## src/rtl/mc_pkg.sv

```systemverilog
// mc_pkg: shared state, opcode, instruction-class and writeback-select encodings
// for the multi-cycle control FSM.
package mc_pkg;
  typedef logic [2:0] state_t;
  localparam state_t S_FETCH  = 3'd0;
  localparam state_t S_DECODE = 3'd1;
  localparam state_t S_EXEC   = 3'd2;
  localparam state_t S_MEM    = 3'd3;
  localparam state_t S_WB     = 3'd4;
  localparam state_t S_HALT   = 3'd5;
  localparam logic [6:0] OP_R    = 7'b0110011;
  localparam logic [6:0] OP_ADDI = 7'b0010011;
  localparam logic [6:0] OP_LW   = 7'b0000011;
  localparam logic [6:0] OP_SW   = 7'b0100011;
  localparam logic [6:0] OP_BEQ  = 7'b1100011;
  localparam logic [6:0] OP_JALR = 7'b1100111;
  typedef enum logic [2:0] {C_ILLEGAL, C_R, C_ADDI, C_LW, C_SW, C_BEQ, C_JALR} opclass_e;
  localparam logic [1:0] WB_ALU = 2'b00;
  localparam logic [1:0] WB_MEM = 2'b01;
  localparam logic [1:0] WB_PC4 = 2'b10;
endpackage

```

## src/rtl/mc_opclass_decode.sv

```systemverilog
// mc_opclass_decode: combinational opcode -> instruction class map.
// Ports: opcode_i (inst[6:0]), op_class_o (class, C_ILLEGAL for anything unknown).
module mc_opclass_decode
  import mc_pkg::*;
(
  input  logic [6:0] opcode_i,
  output opclass_e   op_class_o
);
  always_comb
    op_class_o = opcode_i == OP_R    ? C_R    :
                 opcode_i == OP_ADDI ? C_ADDI :
                 opcode_i == OP_LW   ? C_LW   :
                 opcode_i == OP_SW   ? C_SW   :
                 opcode_i == OP_BEQ  ? C_BEQ  :
                 opcode_i == OP_JALR ? C_JALR : C_ILLEGAL;
endmodule

```

## src/rtl/mc_ctrl_fsm.sv

```systemverilog
// mc_ctrl_fsm: multi-cycle processor control FSM (FETCH/DECODE/EXEC/MEM/WB/HALT).
// Inputs : clk, rst (sync, active-low), opcode, br_eq, mem_ready.
// Outputs: pc_we, pc_sel, ir_we, mem_req, mem_we, mem_addr_sel, reg_we, wb_sel,
//          alu_src1, alu_src2, retired, trap, state.
// Config : MC_CTRL_ILLEGAL_TRAP_EN makes illegal opcodes halt with trap=1;
//          otherwise they retire as NOPs and trap is constant 0.
module mc_ctrl_fsm
  import mc_pkg::*;
(
  input  logic       clk,
  input  logic       rst,
  input  logic [6:0] opcode,
  input  logic       br_eq,
  input  logic       mem_ready,
  output logic       pc_we,
  output logic       pc_sel,
  output logic       ir_we,
  output logic       mem_req,
  output logic       mem_we,
  output logic       mem_addr_sel,
  output logic       reg_we,
  output logic [1:0] wb_sel,
  output logic       alu_src1,
  output logic       alu_src2,
  output logic       retired,
  output logic       trap,
  output logic [2:0] state
);
  state_t   state_q, state_d;
  opclass_e class_q, class_d, dec_class;
  mc_opclass_decode u_dec (.opcode_i(opcode), .op_class_o(dec_class));
  // All outputs are forced low while reset is held, so a reset landing
  // mid-instruction can never leak a write strobe.
  always_comb begin
    state_d      = state_q;
    class_d      = class_q;
    pc_we        = 1'b0;
    pc_sel       = 1'b0;
    ir_we        = 1'b0;
    mem_req      = 1'b0;
    mem_we       = 1'b0;
    mem_addr_sel = 1'b0;
    reg_we       = 1'b0;
    wb_sel       = WB_ALU;
    alu_src1     = 1'b0;
    alu_src2     = 1'b0;
    retired      = 1'b0;
    trap         = 1'b0;
    state        = rst ? state_q : S_FETCH;
    if (rst) begin
      if (state_q == S_EXEC || state_q == S_MEM || state_q == S_WB) begin
        alu_src1 = class_q == C_BEQ;
        alu_src2 = class_q != C_R;
      end
      case (state_q)
        S_FETCH: begin
          mem_req = 1'b1;
          ir_we   = mem_ready;
          state_d = mem_ready ? S_DECODE : S_FETCH;
        end
        S_DECODE: begin
          class_d = dec_class;
          state_d = S_EXEC;
          if (dec_class == C_ILLEGAL) begin
`ifdef MC_CTRL_ILLEGAL_TRAP_EN
            state_d = S_HALT;
`else
            pc_we   = 1'b1;
            retired = 1'b1;
            state_d = S_FETCH;
`endif
          end
        end
        S_EXEC: begin
          pc_we   = class_q == C_BEQ;
          pc_sel  = class_q == C_BEQ && br_eq;
          retired = class_q == C_BEQ;
          state_d = class_q == C_BEQ ? S_FETCH :
                    (class_q == C_LW || class_q == C_SW) ? S_MEM : S_WB;
        end
        S_MEM: begin
          mem_req      = 1'b1;
          mem_addr_sel = 1'b1;
          mem_we       = class_q == C_SW;
          pc_we        = mem_ready && class_q == C_SW;
          retired      = mem_ready && class_q == C_SW;
          state_d      = !mem_ready ? S_MEM : class_q == C_SW ? S_FETCH : S_WB;
        end
        S_WB: begin
          reg_we  = 1'b1;
          wb_sel  = class_q == C_LW ? WB_MEM : class_q == C_JALR ? WB_PC4 : WB_ALU;
          pc_we   = 1'b1;
          pc_sel  = class_q == C_JALR;
          retired = 1'b1;
          state_d = S_FETCH;
        end
`ifdef MC_CTRL_ILLEGAL_TRAP_EN
        S_HALT: trap = 1'b1;
`endif
        default: state_d = S_FETCH;
      endcase
    end
  end
  always_ff @(posedge clk)
    if (!rst) begin
      state_q <= S_FETCH;
      class_q <= C_ILLEGAL;
    end else begin
      state_q <= state_d;
      class_q <= class_d;
    end
endmodule
```

## config.mk

```make
export PLATFORM = sky130hd
export DESIGN_NAME = mc_ctrl_fsm
export DESIGN_NICKNAME = d
export VERILOG_FILES = /design/src/rtl/mc_pkg.sv /design/src/rtl/mc_opclass_decode.sv /design/src/rtl/mc_ctrl_fsm.sv
export SDC_FILE = /design/constraint.sdc
export NUM_CORES = 1
export LEC_CHECK = 0
export CAP_MARGIN = 20
export CORE_MARGIN = 2
export CORE_UTILIZATION = 23
export DETAILED_ROUTE_END_ITERATION = 10
export PLACE_DENSITY = 0.52
export SLEW_MARGIN = 10
export SYNTH_ARGS = -nofsm -noshare
export SYNTH_HDL_FRONTEND = slang
export SYNTH_HIERARCHICAL = 1
export SYNTH_SLANG_ARGS = --single-unit
```

## constraint.sdc

```tcl
create_clock -name clk -period 2.15 [get_ports clk]
set_input_delay 0.43 -clock clk [delete_from_list [all_inputs] [get_ports clk]]
set_output_delay 0.43 -clock clk [all_outputs]
set_load 0.005 [all_outputs]
```

* Word level (Yosys, flattened, before mapping)
Cells that the tools add are included.
Storage, ports and cells: bits of input ports 11, bits in registers 6, word-level logic and storage cells 62
Operators by class: reductions and logical operators 8, equal/unequal tests 15, muxes and demuxes 37
Operators with widths (count):
- 2-to-1 mux 3 bit | 11
- 2-to-1 mux 1 bit | 18
- equality test 7 x 6 -> 1 bit, second input constant | 2
- equality test 7 bit, second input constant | 2
- equality test 3 bit, second input constant | 4
- one-hot mux 3 bit (4 select lines) | 1
- 2-to-1 mux 2 bit | 5
- equality test 3 x 2 -> 1 bit, second input constant | 3
- equality test 7 x 2 -> 1 bit, second input constant | 1
- equality test 7 x 5 -> 1 bit, second input constant | 1
- zero test 3 bit | 2
- one-hot mux 1 bit (4 select lines) | 1
- equality test 3 x 1 -> 1 bit, second input constant | 1
- logical OR 1 bit | 3
- inequality test 3 x 1 -> 1 bit, second input constant | 1
- logical AND 1 bit | 2
- one-hot mux 1 bit (2 select lines) | 1
- OR reduction 2 bit | 1

* Depth between registers and ports, before layout
Gate-level depths: netlist of run 1.
depth in word-level cells 11, depth in mapped cells 7, gate-level depth less buffers 6

* Hierarchy
The synthesis of run 1 kept the hierarchy.
Modules (own cells, without submodules):
- mc_ctrl_fsm | times used 1, cells an instance 69, area an instance 524.3 sq um
- mc_opclass_decode | times used 1, cells an instance 10, area an instance 71.3 sq um

* Worst setup path before layout of run 1
OpenSTA, ideal clock, no wires.
path type input port to output port, start in opcode[5], end out retired, data arrival time 1.421 ns, stages 6, required time 1.720 ns, path slack 0.299 ns, buffers on the path 1, cell sequence or3_1 > a21oi_1 > nor3_1 > a21oi_1 > a31oi_1 > buf_4
Between the ends: cells in the longest elaborated chain, start to end 11, elaborated cells on any way between the ends 16, classes of those cells eq/ne: 6; mux: 9; reduce/logical: 1
RTL lines:
- start, declared | line mc_ctrl_fsm.sv:12 | input logic [6:0] opcode,
- equality test 7 bit | line mc_opclass_decode.sv:15 | opcode_i == OP_JALR ? C_JALR : C_ILLEGAL;
- 2-to-1 mux 3 bit | line mc_opclass_decode.sv:15
- 2-to-1 mux 3 bit | line mc_opclass_decode.sv:14 | opcode_i == OP_BEQ ? C_BEQ :
- 2-to-1 mux 3 bit | line mc_opclass_decode.sv:13 | opcode_i == OP_SW ? C_SW :
- 2-to-1 mux 3 bit | line mc_opclass_decode.sv:12 | opcode_i == OP_LW ? C_LW :
- 2-to-1 mux 3 bit | line mc_opclass_decode.sv:11 | opcode_i == OP_ADDI ? C_ADDI :
- 2-to-1 mux 3 bit (*) | line mc_opclass_decode.sv:10 | op_class_o = opcode_i == OP_R ? C_R :
- named net dec_class[1] | line mc_ctrl_fsm.sv:30 | opclass_e class_q, class_d, dec_class;
- zero test 3 bit (*) | line mc_ctrl_fsm.sv:64 | if (dec_class == C_ILLEGAL) begin
- 2-to-1 mux 1 bit (*)
- one-hot mux 1 bit (4 select lines) (*)
- 2-to-1 mux 1 bit (*)
- end, declared | line mc_ctrl_fsm.sv:25 | output logic retired,
Mark *: on every way through the listed nets, which the timed path passes. The rest lies on a longest branch.

* Worst setup path in the final report of run 1
start reg state_q[1], end out reg_we
Between the ends: cells in the longest elaborated chain, start to end 3
RTL lines:
- start, declared | line mc_ctrl_fsm.sv:29 | state_t state_q, state_d;
- start signal, assigned | line mc_ctrl_fsm.sv:109 | state_q <= state_d;
- equality test 3 bit | line mc_ctrl_fsm.sv:55 | case (state_q)
- 2-to-1 mux 1 bit | line mc_ctrl_fsm.sv:55
- 2-to-1 mux 1 bit | line mc_ctrl_fsm.sv:50 | if (rst) begin
- end, declared | line mc_ctrl_fsm.sv:21 | output logic reg_we,
Every way passes these cells.

==> results of run 1 <==
## worst register-to-register path: stages (launching register included)
cell,delay [ns]
sky130_fd_sc_hd__dfxtp_2,0.34
sky130_fd_sc_hd__buf_4,0.15
sky130_fd_sc_hd__nor3b_4,0.21
sky130_fd_sc_hd__buf_4,0.17
sky130_fd_sc_hd__mux2i_1,0.19
sky130_fd_sc_hd__nor2b_1,0.06
## registers in the layout (all words and copies together), names as in the netlist
signal and count:
state_q 3, class_q 3
## layer usage
metal	routed length [um]	GRT usage [%]
met1	742	15.7
met2	868	21.8
met3	95	2.46
met4	5	3.75
met5	0	0
## cells in the final DEF (no fill, tap or decap), types with 3 or more instances in the layout
cell type,count
sky130_fd_sc_hd__and2_1,4
sky130_fd_sc_hd__buf_4,29
sky130_fd_sc_hd__clkbuf_2,3
sky130_fd_sc_hd__clkbuf_4,3
sky130_fd_sc_hd__clkdlybuf4s15_1,4
sky130_fd_sc_hd__clkdlybuf4s50_1,8
sky130_fd_sc_hd__dfxtp_1,3
sky130_fd_sc_hd__dfxtp_2,3
sky130_fd_sc_hd__dlygate4sd2_1,5
sky130_fd_sc_hd__dlymetal6s2s_1,3
sky130_fd_sc_hd__inv_1,3
sky130_fd_sc_hd__mux2i_1,3
sky130_fd_sc_hd__nand2_1,6
sky130_fd_sc_hd__nand3b_1,4
sky130_fd_sc_hd__nor2_1,5
sky130_fd_sc_hd__nor2b_1,5
## what timing repair did
item                                   CTS  global route
endpoints found under the hold margin    0             0
buffers inserted                         7             3
setup endpoints to repair               15             7
pin swaps                               13             9
resized for setup                       32            17
## final cells by class
class                           instances  share of cell area (%)
Clock buffer                            3                    1.99
Sequential cell                         6                    11.0
Multi-Input combinational cell         64                    43.4
Timing Repair Buffer                   54                    39.3
Tap cell                               30                    3.32
Inverter                                3                   0.997
## cells by family (layout without fill, tap and decap cells)
logic type,after synthesis,after routing
simple gates,45,45
xor+xnor,1,1
compound gates,14,14
other cells,1,1
mux,3,3
flops,6,6
buf+inv,9,60
## where the power goes
group / internal (mW) / switching, mW / total [mW]
combinational: 0.0482 / 0.0313 / 0.0795
clock: 0.0635 / 0.0458 / 0.109
sequential: 0.113 / 0.00369 / 0.117
total: 0.225 / 0.0808 / 0.306
## through the flow
stage               hold WS [ns]  setup TNS, ns
detailed placement         0.569          -2.29
finish                     0.583              0
floorplan                  0.550              0
global placement           0.577          -2.17
CTS                        0.581              0
global route               0.641        -0.0598
## path summary, 6_finish.rpt
check / slack [ns] / end
hold / removal: 0.58 / class_q[2]
hold reg to reg: 0.58 / class_q[2]
setup / recovery: 0.08 / reg_we
setup reg to reg: 0.92 / class_q[0]
==> results_tabular.tex, run 1 <==
\begin{tabular}{lr}
\hline
Metric & Value \\
\hline
\multicolumn{2}{l}{\textbf{Run status}} \\
\quad Status & finished, final reports clean \\
\multicolumn{2}{l}{\textbf{Yosys}} \\
\quad Area share of xor/xnor cells in the synthesized design & 1.47\% \\
\quad Leading cell types by count after synthesis & 6 x sky130\_fd\_sc\_hd\_\_dfxtp\_1, 6 x sky130\_fd\_sc\_hd\_\_nand2\_1, 6 x sky130\_fd\_sc\_hd\_\_nor2\_1, 6 x sky130\_fd\_sc\_hd\_\_nor2b\_1 \\
\quad Synthesized cell area & 596 um\^{}2 \\
\quad Sequential cell area fraction in the yosys report & 20.2\% \\
\quad Average footprint of a synthesized cell & 7.54 um\^{}2 \\
\quad Share of synthesized registers carrying an async set or reset & 0\% \\
\quad Simple logic cell fraction of the synthesized area & 50.0\% \\
\quad Complex-gate fraction of the synthesized area & 14.5\% \\
\quad Number of flip-flops and latches in the synthesized netlist & 6 \\
\quad Number of enable flip-flop cells after synthesis & 0 \\
\quad Mapped Cells & 79 \\
\quad Adder and majority gate portion of the synthesized area & 0\% \\
\quad Post-synth top flop & sky130\_fd\_sc\_hd\_\_dfxtp\_1 \\
\quad Syn\_nets & 90 \\
\quad Number of different library cells in the post-synthesis netlist & 31 \\
\quad Multiplexer share of the synthesized area & 5.04\% \\
\quad Leading area contributor after synthesis & sky130\_fd\_sc\_hd\_\_dfxtp\_1 \\
\quad Ranking of synthesized cells by area & sky130\_fd\_sc\_hd\_\_dfxtp\_1 20\%, sky130\_fd\_sc\_hd\_\_nor2b\_1 6.3\%, sky130\_fd\_sc\_hd\_\_nor3b\_4 6.3\% \\
\quad Total of warnings raised by yosys & 6 \\
\quad Share of the synthesized area in the top cell type & 20.2\% \\
\quad Dominant combinational cell family by area after synthesis & simple AND/OR/NAND/NOR gates \\
\multicolumn{2}{l}{\textbf{Floorplan}} \\
\quad Effective utilization at floorplan & 24.3\% \\
\quad Die footprint & 0.00301 mm\^{}2 \\
\quad Die outline width & 54.9 um \\
\quad I/O pin cnt & 27 \\
\quad Std cell rows & 18 \\
\quad Die extent in y & 54.9 um \\
\quad Floorplan Core Area & 0.00245 mm\^{}2 \\
\multicolumn{2}{l}{\textbf{Detailed routing}} \\
\quad Avg WL per Cell & 10.7 um \\
\quad Number of routed nets with antenna violations & 0 \\
\quad Number of remaining DRC errors & 0 \\
\quad Via density per instance & 4.61 \\
\quad Iteration-0 DRC count of the detailed router & 4 \\
\quad Routed via count & 738 \\
\quad Total wire length after detailed routing & 1.71 mm \\
\quad Detailed-routing iteration count for the pre-antenna-repair pass & 4 \\
\multicolumn{2}{l}{\textbf{Worst setup path}} \\
\quad Total stage count of the critical path & 5 \\
\quad Launch point of the worst reg-to-reg path & state\_q[1] \\
\quad Worst-case reg-to-reg path depth & 5 \\
\quad Worst path buffer plus inverter count & 3 \\
\quad Worst-path cell chain & buf\_4 > nor3b\_4 > nand2\_1 > inv\_1 > clkdlybuf4s50\_1 \\
\quad Critical Setup Path Class & reg -> out \\
\quad Element type at the critical path end & output port \\
\quad Worst EP arrival & 1.64 ns \\
\quad Start point of the critical path & state\_q[1] \\
\quad Largest driver fanout on the critical path & 5 \\
\quad Critical Path Start Type & flop \\
\quad Family of cells with the greatest summed delay on the critical path & buffers and inverters \\
\quad Largest stage delay on the critical path & 0.49 ns \\
\quad CP required & 1.72 ns \\
\quad Critical Path Slowest Stage Cell & sky130\_fd\_sc\_hd\_\_clkdlybuf4s50\_1 \\
\multicolumn{2}{l}{\textbf{STA}} \\
\quad Tcrit/Tclk final & 96.3\% \\
\quad Clock Skews & 0.00546 ns \\
\quad Final worst path period need & 2.07 ns \\
\quad Setup slack of the critical path after layout & 0.0792 ns \\
\quad Setup repair after global routing missed its margin & yes \\
\quad Max-slew violations & 0 \\
\quad Final hold violations & 0 \\
\quad Highest achievable clock rate & 483 MHz \\
\quad Final setup fails & 0 \\
\multicolumn{2}{l}{\textbf{Cells and area}} \\
\quad Multi-input combinational cell area & 490 um\^{}2 \\
\quad Area used by sequential logic in the layout & 124 um\^{}2 \\
\quad Number of fill cells in the layout & 273 \\
\quad Fraction of layout cells with a size suffix above 1 & 42.3\% \\
\quad Area growth syn-to-layout & 89.7\% \\
\quad Fin nets & 143 \\
\quad Final standard cell utilization of the core & 46.0\% \\
\quad Final design instance area without fill & 0.00113 mm\^{}2 \\
\quad Post-Layout Cell Count & 160 \\
\quad Antenna diode count & 0 \\
\multicolumn{2}{l}{\textbf{Placement}} \\
\quad Cell area after placement & 988 um\^{}2 \\
\quad Global placer's final weighted congestion & 0.762 \\
\quad DP HPWL & 1.23 mm \\
\quad Setup Slack @ Placement & -0.760 ns \\
\quad \# placed instances & 147 \\
\quad IO buf count & 25 \\
\multicolumn{2}{l}{\textbf{Global routing}} \\
\quad Pin count of the biggest net entering global routing & 11 \\
\quad Wire length of the first global-routing pass & 2.74 mm \\
\quad Overall Global Routing Usage & 12.7\% \\
\quad Number of global-route vias before repair & 669 \\
\quad Remaining global-route overflow & 0 \\
\quad Number of antenna violations at the first check in global routing & 0 \\
\multicolumn{2}{l}{\textbf{Clocking}} \\
\quad Htree depth & 1 \\
\quad Worst-skew pair later-pin latency & 0.25 ns \\
\quad Clock tree from TritonCTS & built \\
\quad Clock buffers created by TritonCTS & 3 \\
\quad Post-CTS clock slew at the launch and capture registers of the worst setup and hold paths & 0.05 ns \\
\quad CTS Hold Buffers Added & 0 \\
\quad Number of clock sinks & 6 \\
\quad Clock root buffer master & sky130\_fd\_sc\_hd\_\_clkbuf\_4 \\
\quad Maximum clock insertion buffer count & 2 \\
\multicolumn{2}{l}{\textbf{Power}} \\
\quad IR drop worst, VDD & 0.257 mV \\
\quad Static Leakage & 0.549 nW \\
\quad Total design power & 306 uW \\
\quad PwrDens & 271 mW/mm\^{}2 \\
\multicolumn{2}{l}{\textbf{Worst hold path}} \\
\quad Start point of the worst min-delay path & class\_q[2] \\
\quad Kind of path behind the tightest hold check & reg -> reg \\
\quad Min-Delay Path Depth & 2 \\
\multicolumn{2}{l}{\textbf{Flow run}} \\
\quad Max-Cap Viols & 0 \\
\hline
\end{tabular}
(Power assumes the default switching activity.)
==> run 2: changes to the inputs <==
Settings changed: CTS_BUF_LIST set to sky130_fd_sc_hd__clkbuf_8, PLACE_DENSITY 0.52 to 0.5.
==> results_tabular.tex, run 2 (synthesized netlist as in run 1, its figures left out) <==
\begin{tabular}{lr}
\hline
Metric & Value \\
\hline
\multicolumn{2}{l}{\textbf{Detailed routing}} \\
\quad Total wire length after detailed routing & 1.66 mm (-3.2\%) \\
\quad Number of remaining DRC errors & 0 (unchanged) \\
\quad Routed via count & 720 (-2.4\%) \\
\quad Iteration-0 DRC count of the detailed router & 11 (+7) \\
\quad Avg WL per Cell & 11.1 um (+3.3\%) \\
\quad Via density per instance & 4.80 (+4.1\%) \\
\quad Detailed-routing iteration count for the pre-antenna-repair pass & 4 (unchanged) \\
\quad Number of routed nets with antenna violations & 0 (unchanged) \\
\multicolumn{2}{l}{\textbf{STA}} \\
\quad Clock Skews & 0.00551 ns (+0.0000495 ns) \\
\quad Worst hold-check slack & 0.574 ns (-0.00951 ns) \\
\quad Tcrit/Tclk final & 95.9\% (-0.41 points) \\
\quad Final setup fails & 0 (unchanged) \\
\quad Setup repair after global routing missed its margin & yes \\
\quad Max-slew violations & 0 (unchanged) \\
\quad Highest achievable clock rate & 485 MHz (+0.43\%) \\
\quad Final hold violations & 0 (unchanged) \\
\quad Final worst path period need & 2.06 ns (-0.00877 ns) \\
\multicolumn{2}{l}{\textbf{Worst setup path}} \\
\quad Element type at the critical path end & output port \\
\quad Largest driver fanout on the critical path & 2 (-3) \\
\quad Worst EP arrival & 1.63 ns (about the same) \\
\quad Most common cell on crit path & sky130\_fd\_sc\_hd\_\_nor3\_4 \\
\quad Critical Setup Path Class & in -> out \\
\quad Critical Path Start Type & input pin \\
\quad Critical Path Slowest Stage Cell & sky130\_fd\_sc\_hd\_\_dlygate4sd2\_1 \\
\quad Worst-path cell chain & dlygate4sd2\_1 > nand3b\_1 > buf\_4 > nor3\_4 > nor3\_4 > a21oi\_2 > a31oi\_1 > buf\_2 \\
\quad CP required & 1.72 ns (about the same) \\
\quad Largest stage delay on the critical path & 0.22 ns (-0.27 ns) \\
\multicolumn{2}{l}{\textbf{Global routing}} \\
\quad Number of antenna violations at the first check in global routing & 0 (unchanged) \\
\quad GRT Max-Usage Layer & met2 \\
\quad Met3 track demand over resource & 4.92\% (+2.5 points) \\
\quad Remaining global-route overflow & 0 (unchanged) \\
\quad Met1 demand-to-capacity share in global routing & 14.2\% (-1.5 points) \\
\quad Overall Global Routing Usage & 12.2\% (-0.48 points) \\
\quad Wire length of the first global-routing pass & 2.61 mm (-4.8\%) \\
\quad Pin count of the biggest net entering global routing & 11 (unchanged) \\
\quad Met2 routing resource usage after global routing & 21.4\% (-0.40 points) \\
\quad Number of global-route vias before repair & 658 (-1.6\%) \\
\multicolumn{2}{l}{\textbf{Clocking}} \\
\quad Clock tree from TritonCTS & built \\
\quad Maximum clock insertion buffer count & 2 (unchanged) \\
\quad Htree depth & 1 (unchanged) \\
\quad Post-CTS clock slew at the launch and capture registers of the worst setup and hold paths & 0.04 ns (about the same) \\
\quad Number of clock sinks & 6 (unchanged) \\
\quad Clock root buffer master & sky130\_fd\_sc\_hd\_\_clkbuf\_8 \\
\quad CTS Hold Buffers Added & 0 (unchanged) \\
\quad Clock buffers created by TritonCTS & 3 (unchanged) \\
\quad Worst-skew pair later-pin latency & 0.23 ns (-0.02 ns) \\
\multicolumn{2}{l}{\textbf{Cells and area}} \\
\quad Most common cell after layout, fill and taps aside & sky130\_fd\_sc\_hd\_\_buf\_4 \\
\quad Final design instance area without fill & 0.00108 mm\^{}2 (-4.1\%) \\
\quad Antenna diode count & 0 (unchanged) \\
\quad Fraction of layout cells with a size suffix above 1 & 35.8\% (-6.5 points) \\
\quad Commonest cells after routing, fill and taps aside & 19 x sky130\_fd\_sc\_hd\_\_buf\_4, 13 x sky130\_fd\_sc\_hd\_\_clkdlybuf4s50\_1, 6 x sky130\_fd\_sc\_hd\_\_nand2\_1, 6 x sky130\_fd\_sc\_hd\_\_nor2\_1, 5 x sky130\_fd\_sc\_hd\_\_dlygate4sd2\_1 \\
\quad Area growth syn-to-layout & 81.9\% \\
\quad Registers with the most flip-flops & class\_q x3, state\_q x3 \\
\quad Fin nets & 133 (-7.0\%) \\
\multicolumn{2}{l}{\textbf{Flow run}} \\
\quad Max-Cap Viols & 0 (unchanged) \\
\multicolumn{2}{l}{\textbf{Floorplan}} \\
\quad Floorplan Core Area & 0.00245 mm\^{}2 (unchanged) \\
\quad I/O pin cnt & 27 (unchanged) \\
\quad Die footprint & 0.00301 mm\^{}2 (unchanged) \\
\quad Effective utilization at floorplan & 24.3\% (unchanged) \\
\quad Std cell rows & 18 (unchanged) \\
\quad Die outline width & 54.9 um (unchanged) \\
\quad Die extent in y & 54.9 um (unchanged) \\
\multicolumn{2}{l}{\textbf{Placement}} \\
\quad Global placer's final weighted congestion & 0.721 (-5.4\%) \\
\quad Cell area after placement & 958 um\^{}2 (-3.0\%) \\
\quad IO buf count & 25 (unchanged) \\
\quad DP HPWL & 1.22 mm (-1.2\%) \\
\multicolumn{2}{l}{\textbf{Power}} \\
\quad Static Leakage & 0.457 nW (-17\%) \\
\quad PwrDens & 335 mW/mm\^{}2 (+24\%) \\
\quad IR drop worst, VDD & 0.268 mV (+4.6\%) \\
\multicolumn{2}{l}{\textbf{Worst hold path}} \\
\quad Kind of path behind the tightest hold check & reg -> reg \\
\multicolumn{2}{l}{\textbf{Run status}} \\
\quad Status & finished, final reports clean \\
\hline
\end{tabular}
-- run 2: final cells by class --
type                    instances  area (um^2)
fillers                       270         1370
repair buffers                 44          369
flip-flops and latches          6          128
well taps                      30         37.5
multi-input cells              64          497
inverters                       3         11.3
clock buffers                   3         41.3
-- run 2: final timing paths --
kind | from | endpoint | slack (ns) | cells past startpoint
max | opcode[3] | pc_we | 0.09 | 8
min | class_q[2] | class_q[2] | 0.57 | 2
max reg2reg | state_q[0] | class_q[1] | 0.93 | 4
min reg2reg | class_q[2] | class_q[2] | 0.57 | 2
-- run 2: repair_timing --
item / 4_1_cts / 5_1_grt
setup endpoints to repair: 12 / 8
pin swaps: 9 / 4
buffers inserted: 4 / 0
resized for setup: 35 / 9
-- run 2: per-layer routing --
metal  share of wire (%)  up-vias
li1                    -      356
met1                  44      341
met2                  50       23
met3                 6.9        0
met4                   0        0
met5                   0        -
-- run 2: where the power goes --
part / internal (mW) / total (mW) / switching, mW
Combinational: 0.0430 / 0.0741 / 0.0311
Sequential: 0.113 / 0.117 / 0.00438
Clock: 0.121 / 0.172 / 0.0514
Total: 0.276 / 0.363 / 0.0869
-- run 2: worst max-delay path, delay by kind of cell --
| kind | cells | cell delay, ns |
|---|---|---|
| buffers and inverters | 3 | 0.53 |
| AOI/OAI and AO/OA | 2 | 0.23 |
| and+or+nand+nor | 3 | 0.45 |
-- run 2: through the flow --
| stage | worst slack [ns] | TNS, ns | total power [mW] | instances | util, % |
|---|---|---|---|---|---|
| floorplan | 0.299 | 0 | 0.149 | 79 | - |
| global placement | -0.682 | -2.53 | 0.187 | 143 | 39.0 |
| detailed placement | -0.726 | -2.67 | 0.188 | 143 | 39.0 |
| CTS | 0.00372 | 0 | 0.364 | 150 | 43.6 |
| global route | -0.0492 | -0.119 | 0.379 | 150 | 44.1 |
| finish | 0.0880 | 0 | 0.363 | 150 | 44.1 |
==> run 3: changes to the inputs <==
Settings changed: CORE_ASPECT_RATIO set to 1.2.
==> results_tabular.tex, run 3 (synthesized netlist as in run 1, its figures left out) <==
\begin{tabular}{lr}
\hline
Metric & Value \\
\hline
\multicolumn{2}{l}{\textbf{Run status}} \\
\quad Status & finished, final reports clean \\
\multicolumn{2}{l}{\textbf{STA}} \\
\quad Final setup fails & 0 (unchanged) \\
\quad Clock Skews & 0.00383 ns (-0.00168 ns) \\
\quad Tcrit/Tclk final & 99.8\% (+3.9 points) \\
\quad Highest achievable clock rate & 466 MHz (-3.9\%) \\
\quad Setup repair after global routing missed its margin & yes \\
\quad Max-slew violations & 0 (unchanged) \\
\quad Final hold violations & 0 (unchanged) \\
\quad Sum of negative setup slack & 0 ns (unchanged) \\
\quad Final worst path period need & 2.15 ns (+0.0833 ns) \\
\multicolumn{2}{l}{\textbf{Detailed routing}} \\
\quad Number of routed nets with antenna violations & 0 (unchanged) \\
\quad Iteration-0 DRC count of the detailed router & 13 (+2) \\
\quad Total wire length after detailed routing & 1.96 mm (+18\%) \\
\quad Avg WL per Cell & 11.4 um (+3.2\%) \\
\quad Number of remaining DRC errors & 0 (unchanged) \\
\quad Routed via count & 809 (+12\%) \\
\quad Detailed-routing iteration count for the pre-antenna-repair pass & 4 (unchanged) \\
\quad Via density per instance & 4.70 (-2.0\%) \\
\multicolumn{2}{l}{\textbf{Power}} \\
\quad PwrDens & 309 mW/mm\^{}2 (-7.8\%) \\
\quad Combinational power share & 23.2\% (+2.8 points) \\
\quad Pint & 287 uW (+4.0\%) \\
\quad Sw Pwr & 85.7 uW (-1.4\%) \\
\quad IR drop worst, VDD & 0.191 mV (-29\%) \\
\quad Fraction of power consumed by the clock network & 45.2\% (-2.1 points) \\
\quad Flop pwr share & 31.6\% (-0.6 points) \\
\quad Static Leakage & 0.548 nW (+20\%) \\
\quad Sw frac & 23.0\% (-0.96 points) \\
\quad Total design power & 373 uW (+2.7\%) \\
\multicolumn{2}{l}{\textbf{Worst setup path}} \\
\quad Flop-to-flop setup slack & 0.88 ns (-0.05 ns) \\
\quad Worst path buffer plus inverter count & 3 (unchanged) \\
\quad Critical Setup Path Class & in -> out \\
\quad Worst-case reg-to-reg path depth & 6 (+2) \\
\quad Element type at the critical path end & output port \\
\quad CP required & 1.72 ns (about the same) \\
\quad Worst EP arrival & 1.72 ns (+0.09 ns) \\
\quad Launch point of the worst reg-to-reg path & state\_q[2] \\
\quad Largest driver fanout on the critical path & 4 (+2) \\
\quad Family of cells with the greatest summed delay on the critical path & simple AND/OR/NAND/NOR gates \\
\quad Worst-path cell chain & buf\_2 > or3\_1 > a21oi\_2 > nor3\_2 > a21oi\_1 > a31oi\_1 > buf\_4 > buf\_6 \\
\quad Critical Path Slowest Stage Cell & sky130\_fd\_sc\_hd\_\_or3\_1 \\
\quad Largest stage delay on the critical path & 0.38 ns (+0.16 ns) \\
\quad Critical Path Start Type & input pin \\
\quad Worst reg2reg endpoint & state\_q[2] \\
\multicolumn{2}{l}{\textbf{Flow run}} \\
\quad Max-Cap Viols & 0 (unchanged) \\
\multicolumn{2}{l}{\textbf{Clocking}} \\
\quad Clock tree from TritonCTS & built \\
\quad Clock root buffer master & sky130\_fd\_sc\_hd\_\_clkbuf\_8 \\
\quad Post-CTS clock slew at the launch and capture registers of the worst setup and hold paths & 0.04 ns (about the same) \\
\quad Clock buffers created by TritonCTS & 3 (unchanged) \\
\quad Number of clock sinks & 6 (unchanged) \\
\quad Worst-skew pair later-pin latency & 0.23 ns (about the same) \\
\quad Htree depth & 1 (unchanged) \\
\quad Maximum clock insertion buffer count & 2 (unchanged) \\
\multicolumn{2}{l}{\textbf{Cells and area}} \\
\quad Fin nets & 152 (+14\%) \\
\quad Registers with the most flip-flops & class\_q x3, state\_q x3 \\
\quad Area growth syn-to-layout & 103\% \\
\quad Number of fill cells in the layout & 250 (-7.4\%) \\
\quad Commonest cells after routing, fill and taps aside & 37 x sky130\_fd\_sc\_hd\_\_buf\_4, 13 x sky130\_fd\_sc\_hd\_\_clkdlybuf4s50\_1, 6 x sky130\_fd\_sc\_hd\_\_nand2\_1, 6 x sky130\_fd\_sc\_hd\_\_nor2b\_1, 5 x sky130\_fd\_sc\_hd\_\_nor2\_1 \\
\quad Most common cell after layout, fill and taps aside & sky130\_fd\_sc\_hd\_\_buf\_4 \\
\quad Fraction of layout cells with a size suffix above 1 & 44.6\% (+8.8 points) \\
\quad Antenna diode count & 0 (unchanged) \\
\multicolumn{2}{l}{\textbf{Placement}} \\
\quad DP HPWL & 1.28 mm (+5.3\%) \\
\quad Global placer's final weighted congestion & 0.742 (+2.9\%) \\
\quad IO buf count & 25 (unchanged) \\
\multicolumn{2}{l}{\textbf{Floorplan}} \\
\quad Effective utilization at floorplan & 23.8\% (-0.46 points) \\
\quad Die outline width & 50.5 um (-8.1\%) \\
\quad Die extent in y & 59.7 um (+8.8\%) \\
\quad I/O pin cnt & 27 (unchanged) \\
\quad Std cell rows & 20 (+2) \\
\quad Die footprint & 0.00301 mm\^{}2 (about the same) \\
\quad Floorplan Core Area & 0.00250 mm\^{}2 (+1.9\%) \\
\multicolumn{2}{l}{\textbf{Worst hold path}} \\
\quad Start point of the worst min-delay path & state\_q[1] \\
\quad Kind of path behind the tightest hold check & reg -> reg \\
\quad Hold EP & state\_q[0] \\
\quad Min-Delay Path Depth & 2 (unchanged) \\
\multicolumn{2}{l}{\textbf{Global routing}} \\
\quad Pin count of the biggest net entering global routing & 11 (unchanged) \\
\quad Number of antenna violations at the first check in global routing & 0 (unchanged) \\
\quad Overall Global Routing Usage & 13.7\% (+1.5 points) \\
\quad Remaining global-route overflow & 0 (unchanged) \\
\quad Number of global-route vias before repair & 759 (+15\%) \\
\quad Wire length of the first global-routing pass & 3.11 mm (+19\%) \\
\hline
\end{tabular}
-- run 3: cell types whose count changed in the layout (fill, tap and decap cells not counted), sizes merged --
cell           change
buf               +21
clkbuf             +3
clkdlybuf4s15      -2
dlygate4sd2        -3
-- run 3: how the worst max path moves through the flow --
stage / start / to / slack (ns) / depth (start not counted)
after floorplan: opcode[5] / retired / 0.30 / 6
after global placement: opcode[5] / retired / -0.65 / 8
after detailed placement: opcode[5] / pc_we / -0.74 / 8
after CTS: opcode[6] / pc_we / -0.04 / 9
after global routing: opcode[6] / pc_we / -0.15 / 9
final: opcode[2] / pc_we / 0.005 / 8
-- run 3: cell type report --
type | count | area (um^2) | area share [%]
Clock buffer | 3 | 41.3 | 3.42
Sequential cell | 6 | 123 | 10.2
Inverter | 3 | 11.3 | 0.933
Tap cell | 33 | 41.3 | 3.42
Timing Repair Buffer | 63 | 513 | 42.5
Multi-Input combinational cell | 64 | 478 | 39.6
-- run 3: through the flow --
step	instance area [um^2]	cells	hold slack, ns	util, %	worst slack [ns]
finish	1210	172	0.576	48.3	0.00465
global placement	992	150	0.615	39.7	-0.649
CTS	1160	170	0.575	46.5	-0.0371
floorplan	596	79	0.550	-	0.299
global route	1210	172	0.624	48.3	-0.150
detailed placement	992	150	0.619	39.7	-0.739
-- run 3: tightest hold or removal path: cells and delay by family (launching register included) --
| kind | cells | cell delay [ns] |
|---|---|---|
| AOI/OAI and AO/OA | 1 | 0.08 |
| and+or+nand+nor | 1 | 0.10 |
| DFF | 1 | 0.36 |
-- run 3: power by group through the flow --
| stage | Sequential, mW | Combinational, mW | Clock, mW |
|---|---|---|---|
| global route | 0.119 | 0.0933 | 0.178 |
| CTS | 0.118 | 0.0788 | 0.172 |
| global placement | 0.119 | 0.0731 | 0 |
| floorplan | 0.116 | 0.0329 | 0 |
| finish | 0.118 | 0.0864 | 0.169 |
| detailed placement | 0.119 | 0.0738 | 0 |
-- run 3: metal layers --
metal / global-route usage [%] / up-vias / part of all wire, %
met5: 0 / - / 0
met4: 8.49 / 0 / 2.3
met3: 2.75 / 5 / 4.6
met2: 27.3 / 23 / 57
met1: 12.6 / 388 / 36
li1: - / 393 / -
-- run 3: repair_timing --
action                                  in CTS  in global routing
gates resized for setup                     31                 21
endpoints found under the setup margin      15                  5
gates cloned                                 0                  0
pin swaps                                    9                  9
setup buffers                               17                  2
hold buffers                                 0                  0
